<file path="config.mk">
export PLATFORM = sky130hd
export DESIGN_NAME = disp_colour_adapt
export DESIGN_NICKNAME = d
export VERILOG_FILES = /design/src/rtl/disp_colour_adapt_pkg.sv /design/src/rtl/disp_colour_adapt_chan.sv /design/src/rtl/disp_colour_adapt.sv
export SDC_FILE = /design/constraint.sdc
export NUM_CORES = 1
export LEC_CHECK = 0
export BUFFER_PORTS_ARGS = -buffer_cell sky130_fd_sc_hd__buf_2
export CORE_MARGIN = 5
export CORE_UTILIZATION = 24
export CTS_CLUSTER_DIAMETER = 100
export DETAILED_ROUTE_END_ITERATION = 12
export GPL_TIMING_DRIVEN = 0
export PLACE_DENSITY_LB_ADDON = 0.05
export SYNTH_ARGS = -nofsm -noshare
export SYNTH_HDL_FRONTEND = slang
export SYNTH_SLANG_ARGS = --single-unit
</file>
<file path="constraint.sdc">
create_clock -name clk_pix -period 1.5 [get_ports clk_pix]
set_input_delay 0.075 -clock clk_pix [delete_from_list [all_inputs] [get_ports clk_pix]]
set_output_delay 0.075 -clock clk_pix [all_outputs]
set_load 0.1 [all_outputs]
</file>
<file path="src/rtl/disp_colour_adapt_pkg.sv">
// Shared definitions for the display colour adapter: output mode encodings
// and the 2x2 Bayer ordered-dither matrix.
package disp_colour_adapt_pkg;

  typedef enum logic [1:0] {
    MODE_PASS  = 2'd0,
    MODE_BLACK = 2'd1,
    MODE_FILL  = 2'd2,
    MODE_SWAP  = 2'd3
  } mode_e;

  // Bayer matrix [[0,2],[3,1]] indexed [row][col].
  function automatic logic [1:0] bayer_thr(input logic row, input logic col);
    logic [1:0] thr;
    case ({row, col})
      2'b00:   thr = 2'd0;
      2'b01:   thr = 2'd2;
      2'b10:   thr = 2'd3;
      default: thr = 2'd1;
    endcase
    return thr;
  endfunction

endpackage

</file>
<file path="src/rtl/disp_colour_adapt_chan.sv">
// One colour channel: widen by MSB-first pattern repeat, pass, truncate, or
// ordered dither with saturation; holds the stage-2 output register.
module disp_colour_adapt_chan #(
  parameter int unsigned BPC_IN  = 5,
  parameter int unsigned BPC_OUT = 8,
  parameter int unsigned DITHER  = 1
) (
  input  logic               clk_pix,
  input  logic               rst_pix,
  input  logic               de,
  input  logic [1:0]         t,
  input  logic [BPC_IN-1:0]  din,
  output logic [BPC_OUT-1:0] dout
);

  logic [BPC_OUT-1:0] adapt_c;
  logic [BPC_OUT-1:0] dout_d;
  logic [BPC_OUT-1:0] dout_q;
  logic               unused_ok;

  if (BPC_OUT > BPC_IN) begin : g_widen
    for (genvar i = 0; i < BPC_OUT; i++) begin : g_bit
      localparam int unsigned SRC = BPC_IN - 1 - (i % BPC_IN);
      assign adapt_c[BPC_OUT-1-i] = din[SRC];
    end
    assign unused_ok = ^t;
  end else if (BPC_OUT == BPC_IN) begin : g_equal
    assign adapt_c   = din;
    assign unused_ok = ^t;
  end else if (DITHER == 0) begin : g_trunc
    assign adapt_c   = din[BPC_IN-1 -: BPC_OUT];
    assign unused_ok = ^{t, din};
  end else begin : g_dither
    localparam int unsigned D = BPC_IN - BPC_OUT;
    logic [BPC_IN-1:0] thr_c;
    logic [BPC_IN:0]   sum_c;

    // Threshold scaled so its range spans one discarded LSB step.
    if (D >= 2) begin : g_shl
      assign thr_c = BPC_IN'(t) << (D - 2);
    end else begin : g_half
      assign thr_c = BPC_IN'(t[1]);
    end

    always_comb begin
      sum_c   = {1'b0, din} + {1'b0, thr_c};
      adapt_c = sum_c[BPC_IN] ? '1 : sum_c[BPC_IN-1 -: BPC_OUT];
    end
    assign unused_ok = ^sum_c[D-1:0];
  end

  always_comb begin
    dout_d = de ? adapt_c : '0;
  end

  always_ff @(posedge clk_pix or posedge rst_pix) begin
    if (rst_pix) dout_q <= '0;
    else         dout_q <= dout_d;
  end

  assign dout = dout_q;

endmodule

</file>
<file path="src/rtl/disp_colour_adapt.sv">
// Pixel output stage: frame-synchronous mode select, RGB width adaptation
// with optional ordered dither, syncs and colour aligned at 2-cycle latency.
module disp_colour_adapt
  import disp_colour_adapt_pkg::*;
#(
  parameter int unsigned         BPC_IN    = 5,
  parameter int unsigned         BPC_OUT   = 8,
  parameter int unsigned         DITHER    = 1,
  parameter logic [3*BPC_IN-1:0] FILL_COLR = 'h0886
) (
  input  logic               clk_pix,
  input  logic               rst_pix,
  input  logic [1:0]         mode,
  input  logic               in_hsync,
  input  logic               in_vsync,
  input  logic               in_de,
  input  logic [BPC_IN-1:0]  in_r,
  input  logic [BPC_IN-1:0]  in_g,
  input  logic [BPC_IN-1:0]  in_b,
  output logic               out_hsync,
  output logic               out_vsync,
  output logic               out_de,
  output logic [BPC_OUT-1:0] out_r,
  output logic [BPC_OUT-1:0] out_g,
  output logic [BPC_OUT-1:0] out_b
);

  logic              hs1_q, hs1_d, vs1_q, vs1_d, de1_q, de1_d;
  logic              hs2_q, hs2_d, vs2_q, vs2_d, de2_q, de2_d;
  logic [BPC_IN-1:0] r1_q, r1_d, g1_q, g1_d, b1_q, b1_d;
  logic [1:0]        t1_q, t1_d;
  logic              xp_q, xp_d, yp_q, yp_d, frame_q, frame_d;
  mode_e             mode_act_q, mode_act_d;
  logic              vs_rise_c, de_fall_c;

  // Stage 1: edge detect, position/frame tracking, mode select, threshold.
  always_comb begin
    vs_rise_c  = in_vsync & ~vs1_q;
    de_fall_c  = ~in_de & de1_q;

    mode_act_d = vs_rise_c ? mode_e'(mode) : mode_act_q;
    xp_d       = de_fall_c ? 1'b0 : (xp_q ^ in_de);
    yp_d       = vs_rise_c ? 1'b0 : (yp_q ^ de_fall_c);
    frame_d    = frame_q ^ vs_rise_c;

    // Threshold follows the pixel's own position, so it is taken before update.
    t1_d  = bayer_thr(yp_q ^ frame_q, xp_q);
    hs1_d = in_hsync;
    vs1_d = in_vsync;
    de1_d = in_de;

    r1_d = in_r;
    g1_d = in_g;
    b1_d = in_b;
    case (mode_act_q)
      MODE_BLACK: begin
        r1_d = '0;
        g1_d = '0;
        b1_d = '0;
      end
      MODE_FILL: begin
        r1_d = FILL_COLR[3*BPC_IN-1 -: BPC_IN];
        g1_d = FILL_COLR[2*BPC_IN-1 -: BPC_IN];
        b1_d = FILL_COLR[BPC_IN-1:0];
      end
      MODE_SWAP: begin
        r1_d = in_b;
        b1_d = in_r;
      end
      default: ;
    endcase

    hs2_d = hs1_q;
    vs2_d = vs1_q;
    de2_d = de1_q;
  end

  always_ff @(posedge clk_pix or posedge rst_pix) begin
    if (rst_pix) begin
      hs1_q      <= 1'b0;
      vs1_q      <= 1'b0;
      de1_q      <= 1'b0;
      r1_q       <= '0;
      g1_q       <= '0;
      b1_q       <= '0;
      t1_q       <= '0;
      xp_q       <= 1'b0;
      yp_q       <= 1'b0;
      frame_q    <= 1'b0;
      mode_act_q <= MODE_PASS;
      hs2_q      <= 1'b0;
      vs2_q      <= 1'b0;
      de2_q      <= 1'b0;
    end else begin
      hs1_q      <= hs1_d;
      vs1_q      <= vs1_d;
      de1_q      <= de1_d;
      r1_q       <= r1_d;
      g1_q       <= g1_d;
      b1_q       <= b1_d;
      t1_q       <= t1_d;
      xp_q       <= xp_d;
      yp_q       <= yp_d;
      frame_q    <= frame_d;
      mode_act_q <= mode_act_d;
      hs2_q      <= hs2_d;
      vs2_q      <= vs2_d;
      de2_q      <= de2_d;
    end
  end

  // Stage 2: per-channel width adaptation and output register.
  disp_colour_adapt_chan #(.BPC_IN(BPC_IN), .BPC_OUT(BPC_OUT), .DITHER(DITHER)) u_chan_r (
    .clk_pix (clk_pix), .rst_pix (rst_pix), .de (de1_q), .t (t1_q), .din (r1_q), .dout (out_r)
  );
  disp_colour_adapt_chan #(.BPC_IN(BPC_IN), .BPC_OUT(BPC_OUT), .DITHER(DITHER)) u_chan_g (
    .clk_pix (clk_pix), .rst_pix (rst_pix), .de (de1_q), .t (t1_q), .din (g1_q), .dout (out_g)
  );
  disp_colour_adapt_chan #(.BPC_IN(BPC_IN), .BPC_OUT(BPC_OUT), .DITHER(DITHER)) u_chan_b (
    .clk_pix (clk_pix), .rst_pix (rst_pix), .de (de1_q), .t (t1_q), .din (b1_q), .dout (out_b)
  );

  assign out_hsync = hs2_q;
  assign out_vsync = vs2_q;
  assign out_de    = de2_q;

endmodule

</file>
==> results_dict.tcl <==
set metrics [dict create \
    status "finished clean" \
    synth_fp_nets 125 \
    numClockSinks 38 \
    power_density_mw_per_mm2 1516 \
    placed_area_sq_mm 0.001723 \
    dr.first_iter.drc_count 36 \
    wl_microns 2655 \
    endpoint_kind "flop" \
    rsz0062_at_grt "false" \
    rr_worst_depth 3 \
    synth-async-reset-ratio 1.000 \
    final_area_sq_mm 0.001878 \
    grt.overflow.total 0 \
    mappedNetlistArea_sq_mm 0.001393 \
    initial_core_util 0.2498 \
    diodes 0 \
    final_common_cell "buf_2" \
    clk_path_buf_depth 2 \
    seq_area_frac_synth 0.6828 \
    period_minus_slack_ns 1.284 \
    cts_resized 0 \
    die-area_sq_mm 0.007426 \
    routed_via_density 3.795 \
    critPathKind "flop to flop" \
    crit_cells 3 \
    dp_hpwl_microns 1936 \
    critPathCapture "g1_q[2]" \
    drc 0 \
    timing.fmax_ghz 0.7790 \
    cp_max_fo 5 \
    reg2reg_to "g1_q[2]" \
    synth_edf_count 0 \
    avgRoutedWirePerCell_microns 11.35 \
    critPathArrivalTime_ns 1.46 \
    r2r-start "mode_act_q[1]" \
    cellLeakagePower_nw 0.9868 \
    grt.total_usage 0.07764 \
    syn_to_final_growth_pct 34.86 \
    cp-startpoint "mode_act_q[1]" \
    synth_area_per_cell_sq_um 13.93 \
    die_h_microns 86.18 \
    drt-pass1-iter-count 4 \
    rows 27 \
    slew_headroom 0.4765 \
    grt_max_degree 39 \
    core_sq_mm 0.005574 \
    hold_viol 0 \
    final_nets 186 \
    cts_tree "built" \
    ys_ff_latch 38 \
    setup_viol 0 \
    setup_slack_ns 0.2162 \
    clk_pin_slew_ns 0.07 \
    postRouteAntennaNets 0 \
    r2r_slack_ns 0.22 \
    chipWidth_microns 86.18 \
    critPathSlowestCell "dfrtp_1" \
    vias 888 \
    dp_slack_ns 0.2087 \
    grt_pass1_wl_microns 4395 \
    clk-insertion-delay-late_ns 0.29 \
    gp_congestion 0.7245 \
    tns_ns 0 \
    maxCapViolCount 0 \
    path_buf_inv 1 \
    vdd_drop_max_v 0.0004328 \
    port_buffers 48 \
    drv_slew 0 \
    hold_path_class "primary input to flop" \
    drive_gt1_frac 0.4691 \
    cts_buffers 5 \
    root_buffer "clkbuf_8" \
    period_share 0.8559 \
    ys_types 15 \
    clock_skew_ns 0.004413 \
    path_cells "inv_1, ha_1, mux2_2" \
    final_cell_mix "buf_2, dfrtp_1, and2_1, buf_4, nor2b_1" \
    ys.flop_type "dfrtp_1" \
    required_ns 1.68 \
    whs_path_depth 2 \
    syn_inst 100 \
    antenna_found_initial 0 \
    cp-start-kind "flop" \
    yosysWarnings 0 \
    grt_pass1_vias 968 \
    crit_family "flip-flops" \
    worstMarginPinSlew_ns 0.7841 \
    h-tree-depth 2 \
    ioPinCount 49 \
    slowest_delay_ns 0.39 \
]
## sequential cells by signal (all words and copies together), names as in the netlist
signal and cells:
b1_q 5, g1_q 5, r1_q 5, u_chan_b.dout 5, u_chan_g.dout 5, u_chan_r.dout 5
mode_act_q 2, de1_q 1, hs1_q 1, out_de 1, out_hsync 1, out_vsync 1
vs1_q 1
## area by class of cell
type | instances | area (sq um)
plain buffers | 11 | 83.83
repair buffers | 54 | 300.3
inverters | 3 | 11.26
multi-input cells | 48 | 346.6
clock inverters | 2 | 12.51
well taps | 72 | 90.09
clock buffers | 6 | 82.58
flip-flops and latches | 38 | 950.9
fillers | 586 | 3696
## Yosys cell counts, types with 2 or more instances
cell / count / area, sq um
a21oi_2: 3 / 26.28
a22o_1: 5 / 43.79
and2_1: 15 / 93.84
buf_4: 9 / 67.56
dfrtp_1: 38 / 950.9
ha_1: 3 / 37.54
inv_1: 3 / 11.26
mux2_2: 3 / 33.78
nand2_1: 7 / 26.28
nor2b_1: 8 / 50.05
o21ai_0: 2 / 10.01
## what timing repair did
| item | 4_1_cts | 5_1_grt |
|---|---|---|
| endpoints found under the setup margin | 0 | 0 |
| buffers inserted | 0 | 0 |
| hold buffers | 6 | 0 |
| hold endpoints to repair | 43 | 0 |
## worst min path at each step
stage | endpoint | startpoint | slack [ns]
floorplan | de1_q | in_de | 0.11
finish | g1_q[3] | in_g[3] | 0.01
global placement | hs1_q | in_hsync | 0.18
CTS | b1_q[0] | in_r[0] | 0.006
detailed placement | de1_q | in_de | 0.19
global route | b1_q[3] | in_r[3] | 0.01
## cells by family after synthesis
| family | after synthesis | share of synthesized area |
|---|---|---|
| mux | 3 | 0.02426 |
| fa+ha+maj | 3 | 0.02696 |
| buf+inv | 14 | 0.06828 |
| simple gates | 32 | 0.1402 |
| flops | 38 | 0.6828 |
| compound gates | 10 | 0.05750 |
## layer usage
| metal | GRT usage | up-vias | part of all wire |
|---|---|---|---|
| li1 | - | 431 | - |
| met1 | 0.07967 | 425 | 0.36 |
| met2 | 0.1331 | 26 | 0.54 |
| met3 | 0.03612 | 6 | 0.081 |
| met4 | 0.03824 | 0 | 0.021 |
| met5 | 0 | - | 0 |
## stage by stage
step	utilization	cells	hold slack, ns	total power [mW]
floorplan	-	100	0.1064	1.980
global placement	0.3091	220	0.1843	2.131
detailed placement	0.3091	220	0.1851	2.142
CTS	0.3369	234	0.005723	2.898
global route	0.3369	234	0.01309	2.989
finish	0.3369	234	0.01236	2.848
## power by group
| group | switching [mW] | leakage (nW) | internal (mW) |
|---|---|---|---|
| logic | 0.709 | 0.454 | 0.216 |
| clock network | 0.360 | 0.0472 | 0.369 |
| registers | 0.0389 | 0.485 | 1.15 |
| total | 1.11 | 0.987 | 1.74 |
Note: power is estimated with default switching activity, not from simulation.
